--- src/rtl/piso_serializer_if.sv ---
// Handshake and data bundle between an upstream PIPO register, the
// piso_serializer and the downstream serial consumer.
// The slave modport is the serializer's view and the master modport is the
// driving side's view.
interface piso_serializer_if #(
    parameter int WIDTH = 4
);
    logic             load;
    logic [WIDTH-1:0] pin;
    logic             ready;
    logic             sout;
    logic             sout_valid;
    logic             busy;
    logic             done;
    logic             ovr;

    modport slave (
        input  load,
        input  pin,
        input  ready,
        output sout,
        output sout_valid,
        output busy,
        output done,
        output ovr
    );

    modport master (
        output load,
        output pin,
        output ready,
        input  sout,
        input  sout_valid,
        input  busy,
        input  done,
        input  ovr
    );
endinterface

--- src/rtl/piso_serializer.sv ---
// Parallel-in serial-out serializer with a ready/valid serial side.
// It captures a WIDTH-bit word on load while idle and emits it one bit per
// accepted cycle, MSB or LSB first. It pulses done after the final bit and
// flags overrun (ovr) when a load arrives mid-word.
// Optional feature: define PISO_PARITY_EN to append an even-parity bit after
// the data bits.
// All outputs come from flops or the state register, so no input reaches an
// output combinationally.
module piso_serializer #(
    parameter int WIDTH     = 4,
    parameter bit MSB_FIRST = 1'b1
) (
    input  logic                  clk,
    input  logic                  rst_n,
    piso_serializer_if.slave      bus
);

    localparam int CNT_W = $clog2(WIDTH);

`ifdef PISO_PARITY_EN
    typedef enum logic [1:0] {IDLE, SHIFT, PARITY} state_t;
`else
    typedef enum logic {IDLE, SHIFT} state_t;
`endif

    state_t           state_q, state_d;
    logic [WIDTH-1:0] shreg_q, shreg_d;
    logic [CNT_W-1:0] cnt_q, cnt_d;
    logic             sout_q, sout_d;
    logic             sout_valid_q, sout_valid_d;
    logic             done_q, done_d;
    logic             ovr_q, ovr_d;
`ifdef PISO_PARITY_EN
    logic             parity_q, parity_d;
`endif

    // The head is the bit currently presented on sout.
    function automatic logic head_bit(input logic [WIDTH-1:0] r);
        return MSB_FIRST ? r[WIDTH-1] : r[0];
    endfunction

    // Move the next bit into the head position, filling with zero.
    function automatic logic [WIDTH-1:0] shift_toward_head(input logic [WIDTH-1:0] r);
        return MSB_FIRST ? {r[WIDTH-2:0], 1'b0} : {1'b0, r[WIDTH-1:1]};
    endfunction

    // Next-state, datapath and registered-output computation.
    always_comb begin
        state_d      = state_q;
        shreg_d      = shreg_q;
        cnt_d        = cnt_q;
        ovr_d        = ovr_q;
        done_d       = 1'b0;
        sout_d       = 1'b0;
        sout_valid_d = 1'b0;
`ifdef PISO_PARITY_EN
        parity_d     = parity_q;
`endif

        case (state_q)
            IDLE: begin
                if (bus.load) begin
                    shreg_d = bus.pin;
                    cnt_d   = CNT_W'(WIDTH - 1);
                    ovr_d   = 1'b0;
                    state_d = SHIFT;
`ifdef PISO_PARITY_EN
                    parity_d = ^bus.pin;
`endif
                end
            end
            SHIFT: begin
                if (bus.load) begin
                    ovr_d = 1'b1;
                end
                if (bus.ready) begin
                    shreg_d = shift_toward_head(shreg_q);
                    if (cnt_q == '0) begin
`ifdef PISO_PARITY_EN
                        state_d = PARITY;
`else
                        state_d = IDLE;
                        done_d  = 1'b1;
`endif
                    end else begin
                        cnt_d = cnt_q - CNT_W'(1);
                    end
                end
            end
`ifdef PISO_PARITY_EN
            PARITY: begin
                if (bus.load) begin
                    ovr_d = 1'b1;
                end
                if (bus.ready) begin
                    state_d = IDLE;
                    done_d  = 1'b1;
                end
            end
`endif
            default: begin
                state_d = IDLE;
            end
        endcase

        case (state_d)
            SHIFT: begin
                sout_d       = head_bit(shreg_d);
                sout_valid_d = 1'b1;
            end
`ifdef PISO_PARITY_EN
            PARITY: begin
                sout_d       = parity_d;
                sout_valid_d = 1'b1;
            end
`endif
            default: begin
                sout_d       = 1'b0;
                sout_valid_d = 1'b0;
            end
        endcase
    end

    // State and datapath registers; reset clears everything asynchronously.
    always_ff @(posedge clk or negedge rst_n) begin
        if (!rst_n) begin
            state_q      <= IDLE;
            shreg_q      <= '0;
            cnt_q        <= '0;
            sout_q       <= 1'b0;
            sout_valid_q <= 1'b0;
            done_q       <= 1'b0;
            ovr_q        <= 1'b0;
`ifdef PISO_PARITY_EN
            parity_q     <= 1'b0;
`endif
        end else begin
            state_q      <= state_d;
            shreg_q      <= shreg_d;
            cnt_q        <= cnt_d;
            sout_q       <= sout_d;
            sout_valid_q <= sout_valid_d;
            done_q       <= done_d;
            ovr_q        <= ovr_d;
`ifdef PISO_PARITY_EN
            parity_q     <= parity_d;
`endif
        end
    end

    assign bus.sout       = sout_q;
    assign bus.sout_valid = sout_valid_q;
    assign bus.busy       = (state_q != IDLE);
    assign bus.done       = done_q;
    assign bus.ovr        = ovr_q;

endmodule

--- src/flat_wrapper.sv ---
// flat-port wrapper written by rule: the top's interface ports become plain ports
module piso_serializer_flat 
#(
    parameter int WIDTH     = 4,
    parameter bit MSB_FIRST = 1'b1
)
  (clk, rst_n, bus_load, bus_pin, bus_ready, bus_sout, bus_sout_valid, bus_busy, bus_done, bus_ovr);
  piso_serializer_if #(.WIDTH(WIDTH)) bus_i ();
  input  logic clk;
  input  logic rst_n;
  input wire logic [$bits(bus_i.load)-1:0] bus_load;
  input wire logic [$bits(bus_i.pin)-1:0] bus_pin;
  input wire logic [$bits(bus_i.ready)-1:0] bus_ready;
  output wire logic [$bits(bus_i.sout)-1:0] bus_sout;
  output wire logic [$bits(bus_i.sout_valid)-1:0] bus_sout_valid;
  output wire logic [$bits(bus_i.busy)-1:0] bus_busy;
  output wire logic [$bits(bus_i.done)-1:0] bus_done;
  output wire logic [$bits(bus_i.ovr)-1:0] bus_ovr;
  assign bus_i.load = bus_load;
  assign bus_i.pin = bus_pin;
  assign bus_i.ready = bus_ready;
  assign bus_sout = bus_i.sout;
  assign bus_sout_valid = bus_i.sout_valid;
  assign bus_busy = bus_i.busy;
  assign bus_done = bus_i.done;
  assign bus_ovr = bus_i.ovr;
  piso_serializer #(.WIDTH(WIDTH), .MSB_FIRST(MSB_FIRST)) u_core (.clk(clk), .rst_n(rst_n), .bus(bus_i));
endmodule
--- config.mk ---
export PLATFORM = sky130hd
export DESIGN_NAME = piso_serializer_flat
export DESIGN_NICKNAME = d
export VERILOG_FILES = /design/src/rtl/piso_serializer_if.sv /design/src/rtl/piso_serializer.sv /design/src/flat_wrapper.sv
export SDC_FILE = /design/constraint.sdc
export NUM_CORES = 1
export LEC_CHECK = 0
export CORE_AREA = 2 2 39 41
export CTS_CLUSTER_DIAMETER = 40
export DETAILED_ROUTE_END_ITERATION = 12
export DIE_AREA = 0 0 41 43
export PLACE_DENSITY = 0.68
export SLEW_MARGIN = 20
export SYNTH_ARGS = -nofsm -noshare
export SYNTH_HDL_FRONTEND = slang
export SYNTH_SLANG_ARGS = --single-unit
--- constraint.sdc ---
create_clock -name clk -period 1.4 [get_ports clk]
set_clock_uncertainty 0.15 [all_clocks]
set_input_delay 0.28 -clock clk [delete_from_list [all_inputs] [get_ports clk]]
set_output_delay 0.28 -clock clk [all_outputs]
set_load 0.02 [all_outputs]
==> flow_summary.toml, run 1 <==
[timing]
period_needed_ns = 1.345
max_freq_mhz = 743.3
drv_slew = 0
slew_headroom_pct = 69.46
tightest_slew_ns = 0.4567
hold_viol_final = 0
period_share_pct = 96.10
setup_viol = 0
rsz0062_at_grt = "false"

[yosys]
synth-edff-count = 0
ys_ff_latch = 10
yosysTopAreaCellShare_pct = 48.31
syn_nets = 56
yosysTopAreaCell = "dfrtp_1"
synth_ff_type = "dfrtp_1"
yosys_warnings = 0
synth.most_common_cell = "dfrtp_1"
syn_area_um2 = 518.0
synthTopCellsByArea = "dfrtp_1 48%, mux2i_1 7.7%, a211oi_1 4.3%, a21oi_1 3.9%, nor2b_1 3.6%"
yosys-top-cells-count = "10 x dfrtp_1, 4 x a21oi_1, 4 x mux2i_1"
synth_area_per_cell_um2 = 11.02
ys_seq_area_share_pct = 48.31
synthCells = 47
ys_types = 22
async_flop_share_pct = 100.0

[grt]
met3_usage_pct = 3.141
grt_max_degree = 17
antenna_found_initial = 0
grt-busiest-layer = "met2"
grt_pass1_wl_um = 1538
grt_pass1_vias = 371
use_met2_pct = 21.25
use_met1_pct = 15.77
track_usage_pct = 13.53
gr-total-overflow = 0

[die]
io_pins = 13
die_w_um = 41
initial_core_util_pct = 37.43
rows = 14
core_area_um2 = 1384
design.die.area_um2 = 1763
die_h_um = 43

[finish]
synthToLayoutAreaGrowth_pct = 36.23
final_nets = 74
final.fill_count = 138
drive_above_1_share_pct = 28.13
n_antenna_cell = 0
utilization_pct = 50.99

[pwr]
ir_drop_uv = 887.9
leakagePower_nw = 0.3304
total_power_mw = 1.351
p_per_area_nw_per_um2 = 1914

[worst_setup_path]
crit_start = "u_core.cnt_q[0]"
timing.rr.end = "u_core.cnt_q[1]"
required_ns = 1.44
startpoint_type = "register"
crit_end = "u_core.cnt_q[1]"
cp.arrival_ns = 1.38
r2r_slack_ns = 0.05
r2r_start = "u_core.cnt_q[0]"
crit_path_end_kind = "register"
slowest_delay_ns = 0.36
crit_fanout = 2
crit_chain = "inv_2, ha_4, nor2b_4, mux2_4, a22oi_2"
crit_type = "register to register"
slowest_stage = "dfrtp_1"
reg2regPathDepth = 5

[outcome]
run_status = "finished clean"

[clock_tree]
cts_tree = "built"
cts-root-buf = "clkbuf_4"
cts_hold_buf = 0
clock_path_buffers = 2
cts_buffers = 3
h-tree-depth = 1
insertion_delay_ns = 0.26
clock_sinks = 10
clk_pin_slew_ns = 0.07

[route]
wire_per_inst_um = 12.38
first_iter_violations = 2
drtAntennaViolNets = 0
first_pass_iters = 4
drt_wl_total_um = 990
drc = 0
via_per_inst = 5.000
vias = 400

[placed_design]
hpwl_um = 757.9
numPortBuffers = 12
gp_congestion = 0.7549

[hold_path]
min_path_type = "input pin to asynchronous set/reset pin"

[flow_run]
maxCapViolCount = 0
[metrics by stage]
stage	setup WS (ns)	std cells	hold slack, ns	area [µm²]	setup TNS, ns
3_5_place_dp	-0.1836	75	0.3559	660.6	-1.046
5_1_grt	0.0001812	80	0.2175	705.7	0
2_1_floorplan	0.04395	47	-0.1656	518.0	0
4_1_cts	0.005056	79	0.2001	693.2	0
6_report	0.05467	80	0.1815	705.7	0
3_3_place_gp	-0.1446	75	0.3514	660.6	-0.7975
[cells by family after synthesis]
family          synth area share (%)
simple gates                   14.25
fa+ha+maj                      2.415
buf+inv                        8.210
flops                          48.31
mux                            12.80
compound gates                 14.01
[critical path: cells and delay by family (launching register included)]
family,cells,cell delay (ns)
compound gates,1,0.11
fa+ha+maj,1,0.16
buf+inv,1,0.06
flops,1,0.36
mux,1,0.31
simple gates,1,0.12
[power by group]
part           internal [mW]  leakage, nW  total [mW]  switching [mW]
clock network          0.157       0.0210       0.255          0.0979
registers              0.406        0.119       0.469          0.0632
logic                  0.318        0.191       0.626           0.308
total                  0.881        0.330        1.35           0.469
[worst min path at each step]
| stage | end | slack [ns] |
|---|---|---|
| 3_5_place_dp | u_core.bus.ovr | 0.36 |
| 2_1_floorplan | u_core.bus.done | -0.17 |
| 3_3_place_gp | u_core.bus.ovr | 0.35 |
| 6_report | u_core.cnt_q[0] | 0.18 |
| 4_1_cts | u_core.shreg_q[0] | 0.20 |
| 5_1_grt | u_core.bus.done | 0.22 |
[registers in the layout (all words and copies together) (netlist names)]
register / count
u_core.shreg_q: 4
u_core.bus.ovr: 1
u_core.bus.done: 1
u_core.bus.sout_valid: 1
u_core.bus.sout: 1
u_core.cnt_q: 2
[layout make-up]
cell class | count | area [µm²] | share of cell area (%)
repair buffers | 18 | 153.9 | 21.81
multi-input cells | 30 | 237.7 | 33.69
inverters | 2 | 7.507 | 1.064
well taps | 16 | 20.02 | 2.837
flip-flops and latches | 10 | 250.2 | 35.46
clock buffers | 4 | 36.28 | 5.142
[timing repair]
action	4_1_cts	5_1_grt
setup endpoints to repair	7	7
pin swaps	0	1
hold endpoints to repair	0	0
resized for setup	6	8
buffers inserted	0	1
[placed cells by master, fill, tap and decap left out, drive strengths merged, types with 2 or more instances in the layout]
cell            n
dfrtp          10
clkdlybuf4s50   7
buf             6
clkbuf          6
a21oi           4
mux2i           4
nor2b           4
a211oi          3
and3            2
nor2            2
nand2           2
a31oi           2
clkdlybuf4s15   2
inv             2
mux2            2
[layer usage]
metal	routed length (µm)	up-vias
met4	14	0
met1	430	186
met5	0	-
met2	489	12
met3	55	2
li1	-	200
Note: power is estimated with default switching activity, not from simulation.
==> inputs of run 2 (changes only) <==
--- a/config.mk
+++ b/config.mk
@@ -5,6 +5,7 @@
 export SDC_FILE = /design/constraint.sdc
 export NUM_CORES = 1
 export LEC_CHECK = 0
+export CAP_MARGIN = 20
 export CORE_AREA = 2 2 39 41
 export CTS_CLUSTER_DIAMETER = 40
 export DETAILED_ROUTE_END_ITERATION = 12
==> results of run 2 <==
The final DEF is identical to that of run 1; final timing and power are the same.
==> inputs of run 3 (changes only) <==
--- a/config.mk
+++ b/config.mk
@@ -10,7 +10,7 @@
 export CTS_CLUSTER_DIAMETER = 40
 export DETAILED_ROUTE_END_ITERATION = 12
 export DIE_AREA = 0 0 41 43
-export PLACE_DENSITY = 0.68
+export PLACE_DENSITY = 0.66
 export SLEW_MARGIN = 20
 export SYNTH_ARGS = -nofsm -noshare
 export SYNTH_HDL_FRONTEND = slang
==> constraint.sdc (replaced) <==
create_clock -name clk -period 1.52 [get_ports clk]
set_clock_uncertainty 0.15 [all_clocks]
set_input_delay 0.304 -clock clk [delete_from_list [all_inputs] [get_ports clk]]
set_output_delay 0.304 -clock clk [all_outputs]
set_load 0.02 [all_outputs]
==> flow_summary.toml, run 3 (synthesized netlist as in run 1, its figures left out) <==
[timing]
period_share_pct = 93.94
hold_viol_final = 0
drv_slew = 0
period_needed_ns = 1.428
slew_headroom_pct = 69.79
tightest_slew_ns = 0.4517
rsz0062_at_grt = "false"
max_freq_mhz = 700.3
setup_viol = 0

[finish]
n_antenna_cell = 0
stdcell_count = 77
reg_top3 = "u_core.shreg_q: 4 flops, u_core.cnt_q: 2 flops"
layout_commonest_cell = "dfrtp_1"
largest_register_ffs = 4
fin_area_um2 = 669.4
regMostFlops = "u_core.shreg_q"
final_nets = 72
final_cell_mix = "10 x dfrtp_1, 7 x clkdlybuf4s50_1, 5 x dlygate4sd2_1"
utilization_pct = 48.37
synthToLayoutAreaGrowth_pct = 29.23
drive_above_1_share_pct = 18.03

[pwr]
swShare_pct = 35.86
internal-power_mw = 0.7017
p_sw_mw = 0.3923
sequentialPowerShare_pct = 38.7
ir_drop_uv = 674.5
pwr-share-comb_pct = 45.2
leakagePower_nw = 0.3139
clkPwrFrac_pct = 16.1
p_per_area_nw_per_um2 = 1634

[clock_tree]
insertion_delay_ns = 0.26
cts-root-buf = "clkbuf_4"
clock_path_buffers = 2
clk_pin_slew_ns = 0.06
cts_hold_buf = 0
clock_sinks = 10
cts_tree = "built"
cts_buffers = 3
h-tree-depth = 1

[route]
vias = 374
drt_wl_total_um = 954
wire_per_inst_um = 12.39
first_pass_iters = 1
first_iter_violations = 0
drtAntennaViolNets = 0
drc = 0
via_per_inst = 4.857

[grt]
grt_pass1_vias = 358
track_usage_pct = 12.70
gr-total-overflow = 0
grt_pass1_wl_um = 1455
grt_max_degree = 17
antenna_found_initial = 0

[placed_design]
dpl_cell_area_um2 = 653.1
hpwl_um = 676.9
dp_cells = 74
gp_congestion = 0.7473
numPortBuffers = 12

[worst_setup_path]
required_ns = 1.55
crit_type = "register to register"
crit_fanout = 4
slowest_delay_ns = 0.34
r2r_slack_ns = 0.09
crit_chain = "inv_1, ha_1, nor2b_4, mux2_4, a22oi_2"
crit_path_end_kind = "register"
slowest_stage = "dfrtp_1"
startpoint_type = "register"
cp.arrival_ns = 1.46

[die]
rows = 14
core_area_um2 = 1384
die_w_um = 41
io_pins = 13
initial_core_util_pct = 37.43
design.die.area_um2 = 1763
die_h_um = 43

[outcome]
run_status = "finished clean"

[flow_run]
maxCapViolCount = 0

[hold_path]
min_path_type = "input pin to asynchronous set/reset pin"
[run 3: area by class of cell]
| class | count | area (µm²) |
|---|---|---|
| timing repair buffer | 16 | 143.9 |
| multi-input combinational | 30 | 225.2 |
| inverter | 2 | 7.507 |
| fill | 139 | 714.4 |
| clock buffer | 3 | 22.52 |
| tap | 16 | 20.02 |
| sequential | 10 | 250.2 |
[run 3: timing repair]
item,in CTS,in global routing
setup endpoints to repair,5,0
buffers inserted,0,0
resized for setup,5,0
[run 3: worst paths after layout]
check,start,end,cells past startpoint
hold reg to reg,u_core.bus.ovr,u_core.bus.ovr,1
min in group clk,u_core.bus.ovr,u_core.bus.ovr,1
setup reg to reg,u_core.cnt_q[0],u_core.cnt_q[1],5
max in group asynchronous,rst_n,u_core.shreg_q[1],1
setup / recovery,u_core.cnt_q[0],u_core.cnt_q[1],5
hold / removal,rst_n,u_core.cnt_q[1],1
[run 3: metrics by stage]
step / hold slack [ns] / worst slack [ns] / setup TNS [ns] / power (mW)
2_1_floorplan: -0.1416 / 0.1639 / 0 / 0.8025
3_3_place_gp: 0.3446 / -0.09335 / -0.1575 / 0.9468
3_5_place_dp: 0.3481 / -0.1199 / -0.2734 / 0.9641
4_1_cts: 0.2235 / 0.07865 / 0 / 1.110
5_1_grt: 0.2508 / 0.01410 / 0 / 1.176
6_report: 0.2099 / 0.09209 / 0 / 1.094
[run 3: per-layer routing]
| layer | vias to the layer above | global-route usage (%) | part of all wire [%] |
|---|---|---|---|
| li1 | 192 | - | - |
| met1 | 169 | 16.39 | 49 |
| met2 | 11 | 17.19 | 44 |
| met3 | 2 | 4.712 | 4.8 |
| met4 | 0 | 8.000 | 1.5 |
| met5 | - | 0 | 0 |
[run 3: power by group through the flow]
stage               combinational, mW  sequential (mW)  clock [mW]
detailed placement              0.533            0.431           0
finish                          0.494            0.424       0.176
global placement                0.519            0.428           0
CTS                             0.504            0.425       0.182
floorplan                       0.333            0.469           0
global route                    0.547            0.434       0.195
[run 3: worst max-delay path: cells and delay by family (launching register included)]
kind	cells	cell delay, ns
buffers and inverters	1	0.05
AO/OA/AOI/OAI	1	0.11
flip-flops	1	0.34
multiplexers	1	0.31
AND/OR/NAND/NOR	1	0.16
adder cells (fa/ha/maj)	1	0.23
